### src/rtl/inst_fetch.sv
// Instruction fetch stage: launches word reads at the PC register's output and buffers
// {pc, instruction, fault} entries in a DEPTH-entry FIFO. Optional macro: IFETCH_ALIGN_CHECK_EN.
module inst_fetch #(
  parameter int DEPTH = 2
) (
  input  logic                           clk,
  input  logic                           reset,
  input  logic [31:0]                    pc_in,
  output logic                           pc_ena,
  input  logic                           flush,
  output logic                           imem_req,
  output logic [31:0]                    imem_addr,
  input  logic                           imem_ack,
  input  logic [31:0]                    imem_rdata,
  output logic                           inst_valid,
  input  logic                           inst_ready,
  output logic [31:0]                    inst_out,
  output logic [31:0]                    inst_pc,
  output logic                           inst_fault,
  output logic [1:0]                     dbg_state,
  output logic [$clog2(DEPTH+1)-1:0]     dbg_count
);

  localparam int AW = $clog2(DEPTH);
  localparam int CW = $clog2(DEPTH + 1);
  localparam int CN = CW + 1;

  typedef enum logic [1:0] {
    S_IDLE  = 2'd0,
    S_WAIT  = 2'd1,
    S_DROP  = 2'd2
`ifdef IFETCH_ALIGN_CHECK_EN
    , S_FAULT = 2'd3
`endif
  } state_t;

  state_t          state;
  state_t          launch_state;
  logic [31:0]     req_pc;
  logic [CW-1:0]   count;
  logic [AW-1:0]   wr_ptr;
  logic [AW-1:0]   rd_ptr;
  logic [31:0]     mem_data [DEPTH];
  logic [31:0]     mem_pc   [DEPTH];
  logic            wr;
  logic            rd;
  logic            launch;
  logic [31:0]     wr_data;
  logic [CN-1:0]   cnt_next;
`ifdef IFETCH_ALIGN_CHECK_EN
  logic            mem_fault [DEPTH];
  logic            launch_fault;
  logic            wr_fault;
`endif

  // Handshakes: imem_req/imem_addr hold until a cycle with imem_ack=1 completes the read;
  // a FIFO entry moves to decode in a cycle where inst_valid=1 and inst_ready=1.
  assign rd = inst_valid & inst_ready;

  always_comb begin
    wr      = 1'b0;
    wr_data = imem_rdata;
`ifdef IFETCH_ALIGN_CHECK_EN
    wr_fault = 1'b0;
`endif
    if (!flush) begin
      if (state == S_WAIT && imem_ack) wr = 1'b1;
`ifdef IFETCH_ALIGN_CHECK_EN
      if (state == S_FAULT) begin
        wr       = 1'b1;
        wr_data  = 32'h0;
        wr_fault = 1'b1;
      end
`endif
    end
    cnt_next = {1'b0, count} + CN'(wr) - CN'(rd);
    launch   = 1'b0;
    if (!flush && !reset && (cnt_next < CN'(DEPTH))) begin
      case (state)
        S_IDLE:  launch = 1'b1;
        S_WAIT:  launch = imem_ack;
`ifdef IFETCH_ALIGN_CHECK_EN
        S_FAULT: launch = 1'b1;
`endif
        default: launch = 1'b0;
      endcase
    end
`ifdef IFETCH_ALIGN_CHECK_EN
    launch_fault = launch & (pc_in[1:0] != 2'b00);
    launch_state = launch_fault ? S_FAULT : S_WAIT;
`else
    launch_state = S_WAIT;
`endif
  end

  assign pc_ena     = launch;
  assign imem_addr  = req_pc;
  assign inst_valid = (count != '0);
  assign inst_out   = mem_data[rd_ptr];
  assign inst_pc    = mem_pc[rd_ptr];
  assign dbg_state  = state;
  assign dbg_count  = count;
`ifdef IFETCH_ALIGN_CHECK_EN
  assign inst_fault = mem_fault[rd_ptr];
`else
  assign inst_fault = 1'b0;
`endif

  always_ff @(posedge clk or posedge reset) begin
    if (reset) begin
      state    <= S_IDLE;
      req_pc   <= 32'h0;
      imem_req <= 1'b0;
      count    <= '0;
      wr_ptr   <= '0;
      rd_ptr   <= '0;
      for (int i = 0; i < DEPTH; i++) begin
        mem_data[i]  <= 32'h0;
        mem_pc[i]    <= 32'h0;
`ifdef IFETCH_ALIGN_CHECK_EN
        mem_fault[i] <= 1'b0;
`endif
      end
    end else begin
      if (launch) req_pc <= pc_in;

      // A misaligned launch never reaches memory; otherwise the request drops on ack.
      if (launch) begin
`ifdef IFETCH_ALIGN_CHECK_EN
        imem_req <= ~launch_fault;
`else
        imem_req <= 1'b1;
`endif
      end else if (state == S_WAIT || state == S_DROP) begin
        imem_req <= ~imem_ack;
      end else begin
        imem_req <= 1'b0;
      end

      if (flush) begin
        count  <= '0;
        wr_ptr <= '0;
        rd_ptr <= '0;
      end else begin
        if (wr) begin
          mem_data[wr_ptr]  <= wr_data;
          mem_pc[wr_ptr]    <= req_pc;
`ifdef IFETCH_ALIGN_CHECK_EN
          mem_fault[wr_ptr] <= wr_fault;
`endif
          wr_ptr <= wr_ptr + AW'(1);
        end
        if (rd) rd_ptr <= rd_ptr + AW'(1);
        count <= cnt_next[CW-1:0];
      end

      case (state)
        S_IDLE: if (launch) state <= launch_state;
        S_WAIT: begin
          if (flush)         state <= imem_ack ? S_IDLE : S_DROP;
          else if (imem_ack) state <= launch ? launch_state : S_IDLE;
        end
        S_DROP: if (imem_ack) state <= S_IDLE;
`ifdef IFETCH_ALIGN_CHECK_EN
        S_FAULT: state <= launch ? launch_state : S_IDLE;
`endif
        default: state <= S_IDLE;
      endcase
    end
  end

endmodule

### config.mk
export PLATFORM = sky130hd
export DESIGN_NAME = inst_fetch
export DESIGN_NICKNAME = d
export VERILOG_FILES = /design/src/rtl/inst_fetch.sv
export SDC_FILE = /design/constraint.sdc
export NUM_CORES = 1
export LEC_CHECK = 0
export CAP_MARGIN = 20
export CORE_ASPECT_RATIO = 1.1
export CORE_MARGIN = 10
export CORE_UTILIZATION = 50
export CTS_CLUSTER_SIZE = 14
export DETAILED_ROUTE_END_ITERATION = 16
export PLACE_DENSITY = 0.76
export SLEW_MARGIN = 20
export SYNTH_ARGS = -nofsm -noshare
export SYNTH_HDL_FRONTEND = slang
export SYNTH_SLANG_ARGS = --single-unit
### constraint.sdc
create_clock -name clk -period 6 [get_ports clk]
set_clock_uncertainty 0.05 [all_clocks]
set_input_delay 0.6 -clock clk [delete_from_list [all_inputs] [get_ports clk]]
set_output_delay 0.6 -clock clk [all_outputs]
set_load 0.01 [all_outputs]
==> key figures <==
Outcome
  • Status: complete, no violations

Finish
  • Final Util: 68.6%
  • N_diodes: 0
  • Ratio of cells with drive above 1 in the final layout: 30.1%
  • Final nets: 700
  • Area grow syn2layout: 33.1%

Synth
  • Register area share after synthesis: 58.0%
  • EDFF count, synth: 0
  • Top cell type's share of synthesized area: between 50 and 60%
  • Post-synthesis compound-gate area fraction: 0.521%
  • YS warnings: 0
  • Top-count cell post-synth: dfrtp_1
  • Yosys reg bits: 167
  • Gate Count Post-Synth: 453
  • Top post-synthesis cells by area: dfrtp_1 (58%), mux2_2 (23%), mux2_1 (12%), buf_8 (1.3%), ha_1 (0.87%)
  • Avg Inst Size Synth: around 16 sq um
  • Mux contribution to synthesized area: approximately a third
  • Post-synth ARST share: 100%
  • List of most frequent post-synthesis cells: dfrtp_1 (167), mux2_2 (150), mux2_1 (74)
  • Mapped Area: 7200 sq um
  • Largest family of logic cells by synthesized area: multiplexers
  • Xor and xnor area share after synthesis: 0.365%
  • Net count after synthesis: 528
  • Top_reg_cell synth: dfrtp_1
  • Dominant cell type by area after synthesis: dfrtp_1
  • Post-Synth Adder-Cell Area: 1.15%
  • Post-synth cell types: 32
  • Post-Synth Simple-Gate Area: 1.43%

Clock network
  • H-tree Lvls: 4
  • Post-cts sizing count: 0
  • CTS Buf Count: 17
  • CTS tree: built
  • Skew-Pair Late Insertion Delay: 420 ps
  • CTS root buffer: clkbuf_16
  • CTS Hold Bufs: 0
  • Clock buffer depth: 2
  • Clk sinks: around 170
  • Setup Fix Bufs, Post-CTS: 0
  • Clock transition at path regs: roughly 60 ps

Power and ir drop
  • P_leak: approximately 4.2 nW
  • Max VDD drop: 0.297 mV
  • Power per cell area: approximately 550 nW/um^2

Drt
  • Routed wire per std cell: 19.5 um
  • Routed WL: 16100 um
  • Pre-Repair DR Iteration Count: 4
  • Routed vias: 4257
  • Antenna-violating nets left: 0
  • Drt via density: 5.17
  • 1st-iter DRT viols: 105
  • Residual DRC: 0

STA
  • Fmax: 0.219 GHz
  • Max-slew violations: 0
  • Final Hold Vio Count: 0
  • Setup-failing EPs final: 0
  • RSZ-0062 raised after global routing: no
  • Tcrit/Tclk final: about three quarters
  • Tmin final: 4560 ps
  • Slew at the pin closest to its max-slew limit: around 840 ps
  • Setup TNS: 0 ps
  • Rel. slew slack: 43.8%

Critical path
  • Reg-to-Reg End: imem_addr[25]$_DFFE_PP0P_
  • Crit start category: flip-flop
  • Worst Setup End Kind: primary output
  • Crit Path Class: reg -> out
  • Critical Path AT: 3910 ps
  • Worst reg2reg startpoint: dbg_state[1]$_DFFE_PP0P_
  • Cells on worst reg2reg path: 15
  • Critical Path RT: 5350 ps
  • Worst Path Max Fanout: 34
  • Setup slack, reg-to-reg: 2580 ps

Hold path
  • Hold endpoint: mem_pc[37]$_DFFE_PP0P_
  • Min-delay src: mem_pc[37]$_DFFE_PP0P_
  • Hold crit path type: reg -> reg
  • Worst Hold Depth: 1

Global route
  • Initial antenna violation count: 0
  • Global Route Usage Sum: ~17%
  • First-pass GRT wire length: 26200 um
  • Pin count of the biggest net entering global routing: 123
  • Total grt overflow: 0
  • Vias in the first global route: 4891

Placement
  • IO Port Bufs: 171
  • RD Place Congestion: ~0.76
  • Detailed Place HPWL: 11500 um

Floorplan
  • Core area: roughly 14000 sq um
  • Die X: 134 um
  • Initial core utilization: 51.6%
  • Die area: roughly 20000 sq um
  • Site Rows: 45
  • Die height: 146 um
  • IO Count: 173

Flow run
  • Max Cap Viol: 0
==> sequential cells by signal, summed over array words and instances (netlist names) <==
register,count
dbg_count,2
dbg_state,2
imem_addr,32
imem_req,1
mem_data,64
mem_pc,64
rd_ptr,1
wr_ptr,1
==> cell type report <==
type	count	area [sq um]
Inverter	7	33.8
Fill cell	1026	4380
Sequential cell	167	4180
Timing Repair Buffer	176	1770
Multi-Input combinational cell	256	2790
Clock inverter	9	129
Clock buffer	20	447
Tap cell	188	235
==> placed cells by master, fill, tap and decap left out, drive strengths merged <==
cell type / count
nand2: 2
mux2: 224
clkinvlp: 2
clkdlybuf4s50: 171
xor2: 1
or2: 1
nand3: 2
a21o: 1
clkinv: 4
o21a: 1
and2: 1
o31ai: 1
mux2i: 1
bufinv: 3
nor2b: 2
xnor2: 2
a21oi: 2
nor2: 7
o21ai: 1
inv: 7
ha: 5
buf: 5
dfrtp: 167
clkbuf: 20
conb: 1
fa: 1
==> worst max-delay path, cell delays in order (launching register included) <==
cell,delay (ps)
dfrtp_1,400
inv_1,110
ha_1,210
nand2_1,110
nor2_2,140
inv_2,90
ha_1,310
inv_1,60
ha_1,130
inv_1,50
fa_1,370
xnor2_1,170
nand3_2,150
nor2_4,120
buf_4,430
clkdlybuf4s50_1,640
==> per-stage QoR <==
step	instance area, sq um	std cells	setup WS (ps)	power (mW)	hold slack, ps
final	9580	823	1440	5.32	431
after global routing	9580	823	1120	5.65	447
after CTS	9580	823	1370	5.41	435
after detailed placement	9000	794	1430	4.32	421
after global placement	8970	793	1530	4.21	413
after floorplan	7200	453	832	3.13	404
==> routing by layer <==
layer	up-vias	part of all wire (%)	track usage (%)
met5	-	0	0
met3	19	5.1	5.28
met1	2189	38	17.9
met2	100	55	30.3
met4	0	1.8	6.10
li1	1949	-	-
==> where the power goes <==
part	switching, mW	leakage, nW	internal [mW]	total, mW
sequential	0.329	2.10	1.64	1.97
clock	0.407	0.278	0.656	1.06
combinational	0.868	1.85	1.42	2.28
total	1.60	4.23	3.71	5.32
==> worst max path at each step <==
stage / start / endpoint / slack [ps] / cells after the start
3_3_place_gp: flush / pc_ena / 1530 / 13
6_report: dbg_state[1]$_DFFE_PP0P_ / pc_ena / 1440 / 15
5_1_grt: dbg_state[1]$_DFFE_PP0P_ / pc_ena / 1120 / 15
4_1_cts: dbg_state[1]$_DFFE_PP0P_ / pc_ena / 1370 / 15
2_1_floorplan: reset / dbg_count[0]$_DFF_PP0_ / 830 / 1
3_5_place_dp: flush / pc_ena / 1430 / 13
==> cell families (layout without fill, tap and decap cells) <==
logic type	Yosys count	in the layout
compound gates	6	6
fa+ha+maj	6	6
simple gates	15	15
buf+inv	30	212
other cells	1	1
xor+xnor	3	3
flops	167	167
mux	225	225
Power figures use the tool's default switching activity.
